### src/rtl/vx_wb_arbiter.sv
// Round-robin writeback arbiter for one issue slot. It locks onto a requester until its eop beat,
// drives a registered ready/valid output stage, and counts contention cycles.
module vx_wb_arbiter #(
  parameter  int NUM_REQS = 4,
  parameter  int DATAW    = 64,
  parameter  int CTR_W    = 44,
  localparam int IDXW     = (NUM_REQS > 1) ? $clog2(NUM_REQS) : 1
) (
  input  logic                      clk,
  input  logic                      reset,
  input  logic [NUM_REQS-1:0]       req_valid,
  input  logic [NUM_REQS*DATAW-1:0] req_data,
  input  logic [NUM_REQS-1:0]       req_eop,
  output logic [NUM_REQS-1:0]       req_ready,
  output logic                      out_valid,
  output logic [DATAW-1:0]          out_data,
  output logic                      out_eop,
  output logic [IDXW-1:0]           out_idx,
  input  logic                      out_ready,
  output logic [CTR_W-1:0]          perf_conflicts
);

  // state   | meaning
  // ST_ARB  | free: round-robin scan of all requesters starting at rr_ptr
  // ST_LOCK | mid-writeback: only lock_idx may be granted, until its eop beat
  typedef enum logic [0:0] {
    ST_ARB  = 1'b0,
    ST_LOCK = 1'b1
  } state_e;

  state_e            state_q, state_d;
  logic [IDXW-1:0]   lock_idx_q, lock_idx_d;
  logic [IDXW-1:0]   rr_ptr_q, rr_ptr_d;
  logic              out_valid_q;
  logic [DATAW-1:0]  out_data_q;
  logic              out_eop_q;
  logic [IDXW-1:0]   out_idx_q;
  logic [CTR_W-1:0]  perf_q;

  logic              load;
  logic              fire;
  logic              grant_any;
  logic [IDXW-1:0]   grant;
  logic              conflict;

  assign load = !out_valid_q || out_ready;
  assign fire = load && grant_any;

  // More than one bit set iff clearing the lowest set bit leaves something behind.
  assign conflict = |(req_valid & (req_valid - NUM_REQS'(1)));

  // Reverse scan so the lowest offset from rr_ptr wins.
  always_comb begin
    grant     = '0;
    grant_any = 1'b0;
    if (state_q == ST_LOCK) begin
      grant     = lock_idx_q;
      grant_any = req_valid[lock_idx_q];
    end else begin
      for (int i = NUM_REQS - 1; i >= 0; i--) begin
        if (req_valid[(int'(rr_ptr_q) + i) % NUM_REQS]) begin
          grant     = IDXW'((int'(rr_ptr_q) + i) % NUM_REQS);
          grant_any = 1'b1;
        end
      end
    end
  end

  always_comb begin
    req_ready = '0;
    if (reset && fire) begin
      req_ready[grant] = 1'b1;
    end
  end

  always_comb begin
    state_d    = state_q;
    lock_idx_d = lock_idx_q;
    rr_ptr_d   = rr_ptr_q;
    if (fire) begin
      if (req_eop[grant]) begin
        state_d  = ST_ARB;
        rr_ptr_d = (grant == IDXW'(NUM_REQS - 1)) ? '0 : grant + IDXW'(1);
      end else begin
        state_d    = ST_LOCK;
        lock_idx_d = grant;
      end
    end
  end

  always_ff @(posedge clk or negedge reset) begin
    if (!reset) begin
      state_q    <= ST_ARB;
      lock_idx_q <= '0;
      rr_ptr_q   <= '0;
    end else begin
      state_q    <= state_d;
      lock_idx_q <= lock_idx_d;
      rr_ptr_q   <= rr_ptr_d;
    end
  end

  // Payload fields hold when a drained slot is not refilled; only valid drops.
  always_ff @(posedge clk or negedge reset) begin
    if (!reset) begin
      out_valid_q <= 1'b0;
      out_data_q  <= '0;
      out_eop_q   <= 1'b0;
      out_idx_q   <= '0;
    end else if (fire) begin
      out_valid_q <= 1'b1;
      out_data_q  <= req_data[grant*DATAW +: DATAW];
      out_eop_q   <= req_eop[grant];
      out_idx_q   <= grant;
    end else if (load) begin
      out_valid_q <= 1'b0;
    end
  end

  always_ff @(posedge clk or negedge reset) begin
    if (!reset) begin
      perf_q <= '0;
    end else if (conflict) begin
      perf_q <= perf_q + CTR_W'(1);
    end
  end

  assign out_valid      = out_valid_q;
  assign out_data       = out_data_q;
  assign out_eop        = out_eop_q;
  assign out_idx        = out_idx_q;
  assign perf_conflicts = perf_q;

endmodule
### config.mk
export PLATFORM = sky130hd
export DESIGN_NAME = vx_wb_arbiter
export DESIGN_NICKNAME = d
export VERILOG_FILES = /design/src/rtl/vx_wb_arbiter.sv
export SDC_FILE = /design/constraint.sdc
export NUM_CORES = 1
export LEC_CHECK = 0
export ABC_AREA = 1
export ABC_CLOCK_PERIOD_IN_PS = 4900
export CAP_MARGIN = 15
export CORE_MARGIN = 2
export CORE_UTILIZATION = 23
export CTS_CLUSTER_DIAMETER = 80
export DETAILED_ROUTE_END_ITERATION = 8
export SETUP_SLACK_MARGIN = 0.05
export SYNTH_ARGS = -nofsm -noshare
export SYNTH_HDL_FRONTEND = slang
export SYNTH_SLANG_ARGS = --single-unit
### constraint.sdc
create_clock -name clk -period 4.9 [get_ports clk]
set_clock_uncertainty 0.2 [all_clocks]
set_input_delay 0.49 -clock clk [delete_from_list [all_inputs] [get_ports clk]]
set_output_delay 0.49 -clock clk [all_outputs]
set_load 0.03 [all_outputs]
==> impl_summary.md, run 1 <==
STA
The post-route clock period utilization is 82.26%. Setup violations remaining at the end of the flow were counted as 0. The count of pins over their slew limit is 0. Setup repair after global routing left no endpoint under its margin. Headroom to the max-slew limit came out at 36.71%.

The count of final hold-check violations is 0. The transition time at the pin with the least slew margin is 0.9407 ns. For this run, the top clock speed supported by timing is 248.1 MHz.

The final total negative setup slack is 0 ns. The post-route minimum period is 4.031 ns.

Logic synthesis
Of the post-synthesis cell area, the part taken by muxes is 0%. Of the synthesized area, sequential elements account for 35.26%. After Yosys synthesis, full adders, half adders and majority gates account for 0.7535% of the synthesized area. Summing the areas of all xor and xnor instances in the mapped netlist gives 4.114% of the synthesized area. The most frequent cell after synthesis is nand2_1. The most frequently used flop master after synthesis is dfrtp_1. The share of the synthesized area in compound gates (AO/OA/AOI/OAI) is 7.520%.

The number of synthesized flops with an enable pin is 0. The area share of and/or/nand/nor cells after synthesis is 41.53%. The proportion of register bits with asynchronous set or reset after synthesis is 100.0%. The synthesized instance count is 1,272. For this run, the number of Yosys warnings is 0.

The portion of synthesized cell area occupied by the leading cell type is 35.26%. Yosys mapped the design onto 34 distinct sky130hd cell types. After synthesis, the cell types taking the most area are dfrtp_1 35%, nand2_1 20%, inv_1 7.3%. The synthesized netlist net count is 1,544. The dominant combinational cell family by area after synthesis is simple AND/OR/NAND/NOR gates. Counting instances in the post-synthesis netlist gives the leading cell types as 440 x nand2_1, 161 x inv_1, 117 x dfrtp_1, 101 x nand3_1, 99 x nor2_1. Of all cell types, the one taking the most synthesized area is dfrtp_1. After synthesis, the mean cell area works out to 6.527 um^2.

After synthesis the cells add up to 8303 um^2. The post-synthesis register bit count is 117.

Clock tree
The buffer depth of the longest clock path is 2. The number of buffers inserted during clock tree synthesis is 17. The cell at the root of the clock tree is clkbuf_16. TritonCTS built the clock tree.

The H-tree depth is 4. The CTS clock-pin slew for the worst setup and hold paths is 0.05 ns. The total number of clock tree sinks is 117. At the later pin of the worst-skew pair, clock insertion delay measures 0.42 ns.

Route
The total routed wirelength is 33.11 mm. The count of unresolved DRC violations after routing is 0. The ratio of routed vias to standard cells is 4.532. The violation count after the first detailed-routing iteration is 529. The residual antenna-violating net count after detailed routing is 0. The final route contains 9,495 vias. Dividing the detail-routed wire length by the instance count gives 15.81 um. The first detailed-routing pass ran for 8 iterations.

Floorplanning
Pin placement for this block handled 383 I/O pins. The area of the placeable core is 35,570 um^2. For this configuration, the core starts out at a cell density of 23.34%. The die footprint is 37,640 um^2. The die is 194 um tall. The width of the die is 194 um. The row count is 69.

Worst setup path
STA classifies the critical path endpoint as a primary output. The type of the setup path with the least slack is reg -> out. Setup slack on the worst reg-to-reg path comes out at 1.77 ns. The critical path arrival is 3.34 ns. The critical path goes through inv_1, nand2_1, nand2_1, o21ai_1, inv_1, nand2_1, nand2_1, nand3_2, nand2_8, inv_2, ha_1, inv_1, nor2_1, clkdlybuf4s50_1. The startpoint class of the critical path is a flop. For this design, the slowest cell found on the critical path is clkdlybuf4s50_1.

The most common cell type on the critical path is nand2_1. The delay of the slowest critical-path stage is 0.68 ns. The endpoint required time on the critical path is 4.21 ns.

The largest driver fanout on the critical path is 33.

Worst hold path
The worst hold path belongs to the class reg -> reg.

Job
Across the run, the number of max-cap violations was 0.

Layout
The proportion of layout cells with a drive suffix above 1 is 5.569%. The count of cells in the finished layout, fillers not included, comes to 2,095. The number of antenna diodes in the final layout is 0.

The final net count is 1,893. The synthesis-to-layout area growth is 57.82%.

Placed design
In this run the tool buffered the top-level ports with 382 buffer cells. The placer congestion estimate is 0.9219. Including well taps, the total number of placed cells is 2,061.

After legalization and detailed placement, the total HPWL measured 24.99 mm.

Power
Of the total power, registers draw 19.6%. The clock network accounts for 14.0% of the total power. The cell internal power dissipation is 4139 uW.

The total power divided by cell area is 660.9 nW/um^2. The switching part of the total is 52.20%. The share of total power dissipated in combinational logic is 66.5%.

The worst vdd rail ir drop is 711.6 uV. The switching power summed over all nets is 4521 uW. For this design the static power due to leakage is 0.006013 uW.

Run status
The run finished with clean final reports.

Global route
The first global-routing pass estimated 52.41 mm of wire. Summed over all layers, the global routing overflow is 0. Entering global routing, the biggest net connects 186 pins. Across every metal layer, demand over resource in global routing totals 17.50%. The via count of the first global-routing pass came to 9,405.

The initial antenna violation count is 0.
==> area by class of cell <==
| cell class | count | area [um^2] |
|---|---|---|
| clock buffer | 20 | 456.7 |
| clock inverter | 12 | 105.1 |
| fill | 3847 | 22470 |
| inverter | 164 | 615.6 |
| multi-input combinational | 929 | 4508 |
| sequential | 117 | 2928 |
| tap | 461 | 576.8 |
| timing repair buffer | 392 | 3914 |
==> what timing repair did <==
item	in CTS	in global routing
hold endpoints to repair	63	0
gates resized for setup	0	0
endpoints found under the setup margin	0	0
setup buffers	0	0
hold buffers	1	0
==> state kept, by name, indices dropped and copies added (netlist names) <==
| signal | count |
|---|---|
| rr_ptr_q | 2 |
| state_q | 1 |
| out_eop | 1 |
| lock_idx_q | 2 |
| perf_conflicts | 44 |
| out_valid | 1 |
| out_data | 64 |
| out_idx | 2 |
==> power by group through the flow <==
stage          Clock, uW  Sequential, uW  Combinational (uW)
2_1_floorplan          0            2300                3190
3_3_place_gp           0            1690                5730
3_5_place_dp           0            1690                5800
4_1_cts             1260            1690                5820
5_1_grt             1300            1750                6420
6_report            1210            1690                5760
==> metal layers <==
layer  share of wire, %  global-route usage, %  wire (um)
met3                8.4                  5.114       2771
met1                 42                  21.70      14050
met4                3.1                  6.285       1011
met5                  0                      0          0
met2                 46                  28.84      15280
==> cell families (layout without fill, tap and decap cells) <==
kind of cell / count (synthesis) / after routing
adder cells (fa/ha/maj): 5 / 5
XOR/XNOR: 39 / 39
buffers and inverters: 226 / 588
AND/OR/NAND/NOR: 778 / 778
AO/OA/AOI/OAI: 107 / 107
flip-flops: 117 / 117
==> path summary, 6_finish.rpt <==
kind | from | end | cells after the start
setup / recovery | rr_ptr_q[0] | req_ready[3] | 14
hold / removal | out_data[63] | out_data[63] | 2
setup reg to reg | rr_ptr_q[0] | out_data[43] | 11
hold reg to reg | out_data[63] | out_data[63] | 2
max in group asynchronous | reset | out_data[30] | 3
min in group asynchronous | reset | perf_conflicts[32] | 2
==> metrics by stage <==
step	cell area [um^2]	power [uW]	util [%]	hold WS (ns)	worst slack [ns]
final	13100	8661	36.84	0.2749	0.8690
after global routing	13100	9468	36.84	0.3017	0.5770
after CTS	13090	8774	36.81	0.2807	0.8561
after detailed placement	12520	7492	35.20	0.2647	0.9337
after global placement	12520	7427	35.20	0.2621	0.9517
after floorplan	8303	5496	-	-0.005591	2.012
==> cells in the final DEF (no fill, tap or decap), drive strengths merged, types with 5 or more instances in the layout <==
master	count
nand2	442
clkdlybuf4s50	379
inv	165
dfrtp	117
nor2	105
nand3	104
o21ai	73
nand3b	51
xor2	34
or2	31
o211ai	30
nor3	21
clkbuf	20
nand4	13
buf	12
nor4	8
clkinv	8
xnor2	5
ha	5
==> worst max-delay path, delay by kind of cell (launching register included) <==
family,cells,cell delay (ns)
AO/OA/AOI/OAI,1,0.14
buffers and inverters,5,1.36
AND/OR/NAND/NOR,7,0.60
flip-flops,1,0.56
adder cells (fa/ha/maj),1,0.25
No activity file was read; power rests on OpenSTA's default activity.
==> run 2: changes to the inputs <==
--- a/config.mk
+++ b/config.mk
@@ -6,7 +6,7 @@
 export NUM_CORES = 1
 export LEC_CHECK = 0
 export ABC_AREA = 1
-export ABC_CLOCK_PERIOD_IN_PS = 4900
+export ABC_CLOCK_PERIOD_IN_PS = 4230
 export CAP_MARGIN = 15
 export CORE_MARGIN = 2
 export CORE_UTILIZATION = 23
==> constraint.sdc (replaced) <==
create_clock -name clk -period 4.23 [get_ports clk]
set_clock_uncertainty 0.2 [all_clocks]
set_input_delay 0.423 -clock clk [delete_from_list [all_inputs] [get_ports clk]]
set_output_delay 0.423 -clock clk [all_outputs]
set_load 0.03 [all_outputs]
==> impl_summary.md, run 2 (synthesis gave the netlist of run 1 again) <==
Run status
Run status: finished, final reports clean (unchanged).

Clock tree
The total number of clock tree sinks came to 117 (unchanged). The cell at the root of the clock tree is clkbuf_16 (unchanged). The number of buffers inserted to repair setup after CTS is 0 (unchanged). The clock tree from TritonCTS is yes (unchanged).

The buffer depth of the longest clock path is 2 (unchanged). The H-tree depth is 4 (unchanged). The CTS clock-pin slew for the worst setup and hold paths is 0.06 ns (was 0.05 ns). The number of buffers inserted during clock tree synthesis is 17 (unchanged). The clock latency at the later pin of the worst-skew pair is 0.41 ns (was 0.42 ns).

STA
The transition time at the pin with the least slew margin is 0.8958 ns (was 0.9407 ns). Based on the critical path, the design can be clocked at up to 260.1 MHz. The count of pins over their slew limit was 0 (unchanged). The worst hold margin came to 0.2758 ns (was 0.2749 ns).

The final number of setup-violating endpoints was 0 (unchanged). The final total negative setup slack was 0 ns (unchanged). The post-route clock period utilization is 90.91%. The worst path in the final design needs a cycle of 3.845 ns, including I/O delays and setup. The final critical-path setup slack is 0.3846 ns (was 0.8690 ns). Setup repair after global routing missed its margin: no (unchanged). The worst slew margin relative to its limit is 39.73% (was 36.71%).

The count of final hold-check violations is 0 (unchanged).

Power
The leakage power figure is 0.006017 uW (was 0.006013 uW). The total power divided by cell area is 766.8 nW/um^2 (was 660.9 nW/um^2). The worst vdd rail ir drop is 626.8 uV (was 711.6 uV). The sum of internal, switching and leakage power was 10,060 uW (was 8661 uW). The switching power summed over all nets is 5272 uW (was 4521 uW). The sequential cell fraction of total power is 19.5% (was 19.6%).

The switching part of the total is 52.41% (was 52.20%). The cell internal power dissipation is 4787 uW (was 4139 uW). The combinational power share is 66.3% (was 66.5%). The proportion of power drawn by the clock network was 14.3% (was 14.0%).

Worst setup path
The delay of the slowest critical-path stage is 0.69 ns (was 0.68 ns). The setup slack of the worst register-to-register path came to 1.28 ns (was 1.77 ns). The startpoint class of the critical path is a flop (unchanged). The most common cell type on the critical path was nand2_1 (unchanged). The type of the setup path with the least slack is reg -> out (unchanged). The cell with the largest stage delay on the worst path is clkdlybuf4s50_1 (unchanged). The critical path arrival is 3.22 ns (was 3.34 ns).

Cell chain of the critical path: inv_1, nand2_1, nand2_1, o21ai_1, inv_1, nand2_1, nand2_1, nand3_2, nand2_8, inv_2, ha_1, inv_1, nor2_1, clkdlybuf4s50_1 (unchanged). The endpoint required time on the critical path was 3.61 ns (was 4.21 ns). The type of element capturing the critical path is a primary output (unchanged). The largest driver fanout on the critical path was 40 (was 33).

Global route
The wire length of the first global-routing pass was 52.32 mm (was 52.41 mm). The initial antenna violation count is 1 (was 0). The via count of the first global-routing pass is 9,506 (was 9,405).

The aggregate global routing overflow is 0 (unchanged). The global-route usage over all layers is 17.62% (was 17.50%). The pin count of the biggest net entering global routing is 148 (was 186).

Route
The violation count after the first detailed-routing iteration was 452 (was 529). The residual antenna-violating net count after detailed routing was 0 (unchanged). The count of unresolved DRC violations after routing came to 0 (unchanged).

The first-pass detailed-route iteration total is 5 (was 8). The ratio of routed vias to standard cells was 4.552 (was 4.532). The mean routed wirelength per cell came to 16.05 um (was 15.81 um).

The vias after detailed routing is 9,546 (was 9,495). The total routed wirelength is 33.65 mm (was 33.11 mm).

Placed design
The HPWL after detailed placement is 25.14 mm (was 24.99 mm). The number of input and output port buffers inserted came to 382 (unchanged). The worst setup slack after placement is 0.4385 ns (was 0.9337 ns). The area of placed instances is 12,530 um^2 (was 12,520 um^2). The placer congestion estimate is 0.9295 (was 0.9219).

Layout
The commonest non-fill, non-tap cell in the layout was nand2_1 (unchanged). The flip-flop count of the largest register, all copies and words added came to 64 (unchanged). The post-route cell area is 13,120 um^2 (was 13,100 um^2). Most frequent cells in the layout: 439 x nand2_1, 379 x clkdlybuf4s50_1, 160 x inv_1 (unchanged). The synthesis-to-layout area growth is 58.00% (was 57.82%). The final net count was 1,894 (was 1,893). The proportion of layout cells with a drive suffix above 1 is 5.749% (was 5.569%).

Worst hold path
The class of the worst hold path is reg -> reg (unchanged).

Floorplanning
The width of the die was 194 um (unchanged). The count of boundary I/O pins came to 383 (unchanged). The vertical die dimension is 194 um (unchanged). The die footprint came to 37,640 um^2 (unchanged). The initial standard-cell utilization of the core was 23.34% (unchanged). The row count is 69 (unchanged). The area of the placeable core was 35,570 um^2 (unchanged).

Job
The reported max-cap violation count is 0 (unchanged).
-- run 2: changes by cell type in the layout (fill, tap and decap cells not counted), sizes merged --
| cell | before | now |
|---|---|---|
| inv | 165 | 167 |
| clkbuf | 20 | 18 |
| diode | 0 | 1 |
| buf | 12 | 13 |
-- run 2: repair_timing --
item / in CTS / in global routing
gates resized for setup: 0 / 1
endpoints found under the hold margin: 62 / 0
hold buffers: 1 / 0
endpoints found under the setup margin: 0 / 2
-- run 2: power groups by stage --
stage / sequential, uW / clock (uW) / combinational (uW)
5_1_grt: 2020 / 1530 / 7420
6_report: 1960 / 1440 / 6670
3_3_place_gp: 1960 / 0 / 6620
3_5_place_dp: 1950 / 0 / 6750
2_1_floorplan: 2670 / 0 / 3700
4_1_cts: 1950 / 1490 / 6770
-- run 2: stage by stage --
step	std cells	util, %
after floorplan	1272	-
after global placement	2062	35.22
after detailed placement	2062	35.22
after CTS	2095	36.84
after global routing	2097	36.88
final	2097	36.88
-- run 2: critical path: cells and delay by family (launching register included) --
family / cells / cell delay (ns)
and+or+nand+nor: 7 / 0.74
DFF: 1 / 0.49
buffers and inverters: 5 / 1.22
AOI/OAI and AO/OA: 1 / 0.18
adders and majority gates: 1 / 0.19
-- run 2: routing by layer --
layer	vias to the layer above	wire [um]	GRT usage, %
met5	-	0	0
met4	0	816	5.640
met3	40	2927	5.810
met2	382	15890	29.79
met1	4429	14010	21.09
li1	4695	-	-
-- run 2: worst paths after layout --
path	endpoint	depth (start not counted)	from
setup / recovery	req_ready[1]	14	rr_ptr_q[0]
hold / removal	out_data[24]	2	out_data[24]
setup reg to reg	out_data[2]	14	rr_ptr_q[0]
hold reg to reg	out_data[24]	2	out_data[24]
max in group asynchronous	rr_ptr_q[0]	3	reset
min in group asynchronous	perf_conflicts[39]	2	reset
-- run 2: area by class of cell --
cell class / count / area [um^2]
clock buffers: 18 / 439.2
flip-flops and latches: 117 / 2929
diodes: 1 / 2.502
fillers: 3818 / 22450
inverters: 164 / 615.6
clock inverters: 14 / 126.4
multi-input cells: 929 / 4508
repair buffers: 393 / 3921
well taps: 461 / 576.8
==> run 3: changes to the inputs <==
--- a/config.mk
+++ b/config.mk
@@ -13,6 +13,7 @@
 export CTS_CLUSTER_DIAMETER = 80
 export DETAILED_ROUTE_END_ITERATION = 8
 export SETUP_SLACK_MARGIN = 0.05
+export SLEW_MARGIN = 20
 export SYNTH_ARGS = -nofsm -noshare
 export SYNTH_HDL_FRONTEND = slang
 export SYNTH_SLANG_ARGS = --single-unit
==> impl_summary.md, run 3 (synthesis gave the netlist of run 1 again) <==
Run status
Run status: finished, final reports clean (unchanged).

Global route
The global-route usage over all layers is 17.62% (unchanged). The via count of the first global-routing pass is 9,506 (unchanged). The aggregate global routing overflow came to 0 (unchanged). The wire length of the first global-routing pass was 52.32 mm (unchanged). The initial antenna violation count was 1 (unchanged). The pin count of the biggest net entering global routing is 148 (unchanged).

Route
The ratio of routed vias to standard cells was 4.526 (was 4.552). The mean routed wirelength per cell was 16.06 um (was 16.05 um). The total routed wirelength is 33.67 mm (was 33.65 mm). The vias after detailed routing is 9,486 (was 9,546). The residual antenna-violating net count after detailed routing is 0 (unchanged). The violation count after the first detailed-routing iteration came to 468 (was 452).

The count of unresolved DRC violations after routing is 0 (unchanged). The first-pass detailed-route iteration total is 5 (unchanged).

Placed design
The number of input and output port buffers inserted is 382 (unchanged). The placer congestion estimate was 0.9295 (unchanged). The HPWL after detailed placement is 25.14 mm (unchanged). The cell total after placement is 2,062 (unchanged). The worst setup slack after placement is 0.4385 ns (unchanged).

Worst setup path
The number of logic stages on the critical path including buffering was 15 (was 14). The most common cell type on the critical path is nand2_1 (unchanged). The cell family with the largest share of critical-path delay is buffers and inverters (unchanged).

The first element of the critical path is req_valid[3] (was rr_ptr_q[0]). The cell depth of the worst flop-to-flop path is 14 (unchanged). The startpoint class of the critical path was an input port (was flop). The reg-to-reg startpoint is rr_ptr_q[0] (unchanged).

The largest driver fanout on the critical path is 40 (unchanged). The type of element capturing the critical path was a primary output (unchanged). The combined buffer and inverter count along the critical path is 6 (was 5). The delay of the slowest critical-path stage is 0.69 ns (about the same). The setup slack of the worst register-to-register path is 1.30 ns (was 1.28 ns). The cell with the largest stage delay on the worst path is clkdlybuf4s50_1 (unchanged). The critical path arrival is 3.22 ns (about the same). The type of the setup path with the least slack is in -> out (was reg -> out). The endpoint required time on the critical path came to 3.61 ns (about the same). Cell chain of the critical path: clkdlybuf4s50_1, inv_2, nand2_1, nand2_1, o21ai_1, inv_1, nand2_1, nand2_1, nand3_2, nand2_8, inv_2, ha_1, inv_1, nor2_1, clkdlybuf4s50_1 (was inv_1, nand2_1, nand2_1, o21ai_1, inv_1, nand2_1, nand2_1, nand3_2, nand2_8, inv_2, ha_1, inv_1, nor2_1, clkdlybuf4s50_1). The end point of the critical path is req_ready[1] (unchanged).

The reg-to-reg critical path endpoint was out_data[3] (was out_data[2]).

STA
The final number of setup-violating endpoints is 0 (unchanged). The achievable frequency is 260.1 MHz (about the same). The transition time at the pin with the least slew margin is 0.9155 ns (was 0.8958 ns).

The worst hold margin is 0.2758 ns (unchanged). The count of pins over their slew limit is 0 (unchanged). The count of final hold-check violations is 0 (unchanged). The final total negative setup slack is 0 ns (unchanged).

Setup repair after global routing missed its margin: no (unchanged). The post-route minimum period was 3.844 ns (was 3.845 ns). The post-route clock period utilization came to 90.88% (was 90.91%). The worst slew margin relative to its limit came to 38.40% (was 39.73%). The final critical-path setup slack is 0.3857 ns (was 0.3846 ns).

Power
The leakage power figure came to 0.006011 uW (was 0.006017 uW). The sum of internal, switching and leakage power is 10,050 uW (was 10,060 uW). The worst vdd rail ir drop came to 626.6 uV (was 626.8 uV).

The total power divided by cell area is 766.3 nW/um^2 (was 766.8 nW/um^2).

Floorplanning
The count of boundary I/O pins is 383 (unchanged). The width of the die came to 194 um (unchanged). The die footprint was 37,640 um^2 (unchanged). The vertical die dimension was 194 um (unchanged).

The row count was 69 (unchanged). The area of the placeable core is 35,570 um^2 (unchanged). The initial standard-cell utilization of the core is 23.34% (unchanged).

Layout
The synthesis-to-layout area growth is 57.90% (was 58.00%). The final net count came to 1,893 (was 1,894). The commonest non-fill, non-tap cell in the layout was nand2_1 (unchanged). The proportion of layout cells with a drive suffix above 1 is 5.753% (was 5.749%). The number of inserted filler cells in the final layout is 3,818 (unchanged). Most frequent cells in the layout: 439 x nand2_1, 379 x clkdlybuf4s50_1, 160 x inv_1 (unchanged). The number of standard cells in the layout, taps in and fillers out is 2,096 (was 2,097). The flip-flop count of the largest register, all copies and words added came to 64 (unchanged).

Clock tree
The clock latency at the later pin of the worst-skew pair is 0.41 ns (about the same). The H-tree depth is 4 (unchanged). The buffer depth of the longest clock path is 2 (unchanged).

The number of buffers inserted during clock tree synthesis is 17 (unchanged). The cell at the root of the clock tree is clkbuf_16 (unchanged). The clock tree from TritonCTS was yes (unchanged). The CTS clock-pin slew for the worst setup and hold paths came to 0.05 ns (was 0.06 ns). The total number of clock tree sinks is 117 (unchanged).

Worst hold path
The class of the worst hold path is reg -> reg (unchanged). The cell depth of the worst min-delay path is 2 (unchanged).

Job
The reported max-cap violation count was 0 (unchanged).
==> run 3: worst min-delay path by stage <==
stage | to | from | slack (ns)
global route | out_data[22] | out_data[22] | 0.30
detailed placement | out_data[22] | out_data[22] | 0.26
global placement | out_data[4] | out_data[4] | 0.26
finish | out_data[24] | out_data[24] | 0.28
floorplan | lock_idx_q[0] | reset | -0.07
CTS | out_data[22] | out_data[22] | 0.28
==> run 3: routing by layer <==
layer | part of all wire [%] | wire [um] | global-route usage (%) | vias up
met2 | 47 | 15880 | 29.79 | 373
li1 | - | - | - | 4690
met1 | 41 | 13960 | 21.09 | 4383
met5 | 0 | 0 | 0 | -
met3 | 8.9 | 3007 | 5.810 | 40
met4 | 2.4 | 820 | 5.640 | 0
==> run 3: cell type report <==
cell class	count	area [um^2]	share of cell area [%]
antenna	1	2.502	0.01909
clock buffer	18	439.2	3.350
clock inverter	14	126.4	0.9639
inverter	164	615.6	4.696
multi-input combinational	929	4511	34.41
sequential	117	2929	22.34
tap	461	576.8	4.400
timing repair buffer	392	3910	29.82
==> run 3: tightest hold or removal path, stage by stage, from the launching register on <==
cell and delay (ns):
dfrtp_1 0.34, nand2_1 0.05, nand2_1 0.05
==> run 3: what timing repair did <==
action                                  CTS  global route
endpoints found under the setup margin    0             2
gates resized for setup                   0             1
endpoints found under the hold margin    62             0
setup buffers                             0             0
hold buffers                              1             0
==> run 3: power by group <==
part	internal, uW	switching, uW
clock	829	608
sequential	1600	361
combinational	2350	4310
total	4770	5270
==> run 3: per-stage QoR <==
stage / cell area [um^2] / utilization [%]
floorplan: 8303 / -
global placement: 12530 / 35.22
detailed placement: 12530 / 35.22
CTS: 13100 / 36.84
global route: 13110 / 36.86
finish: 13110 / 36.86
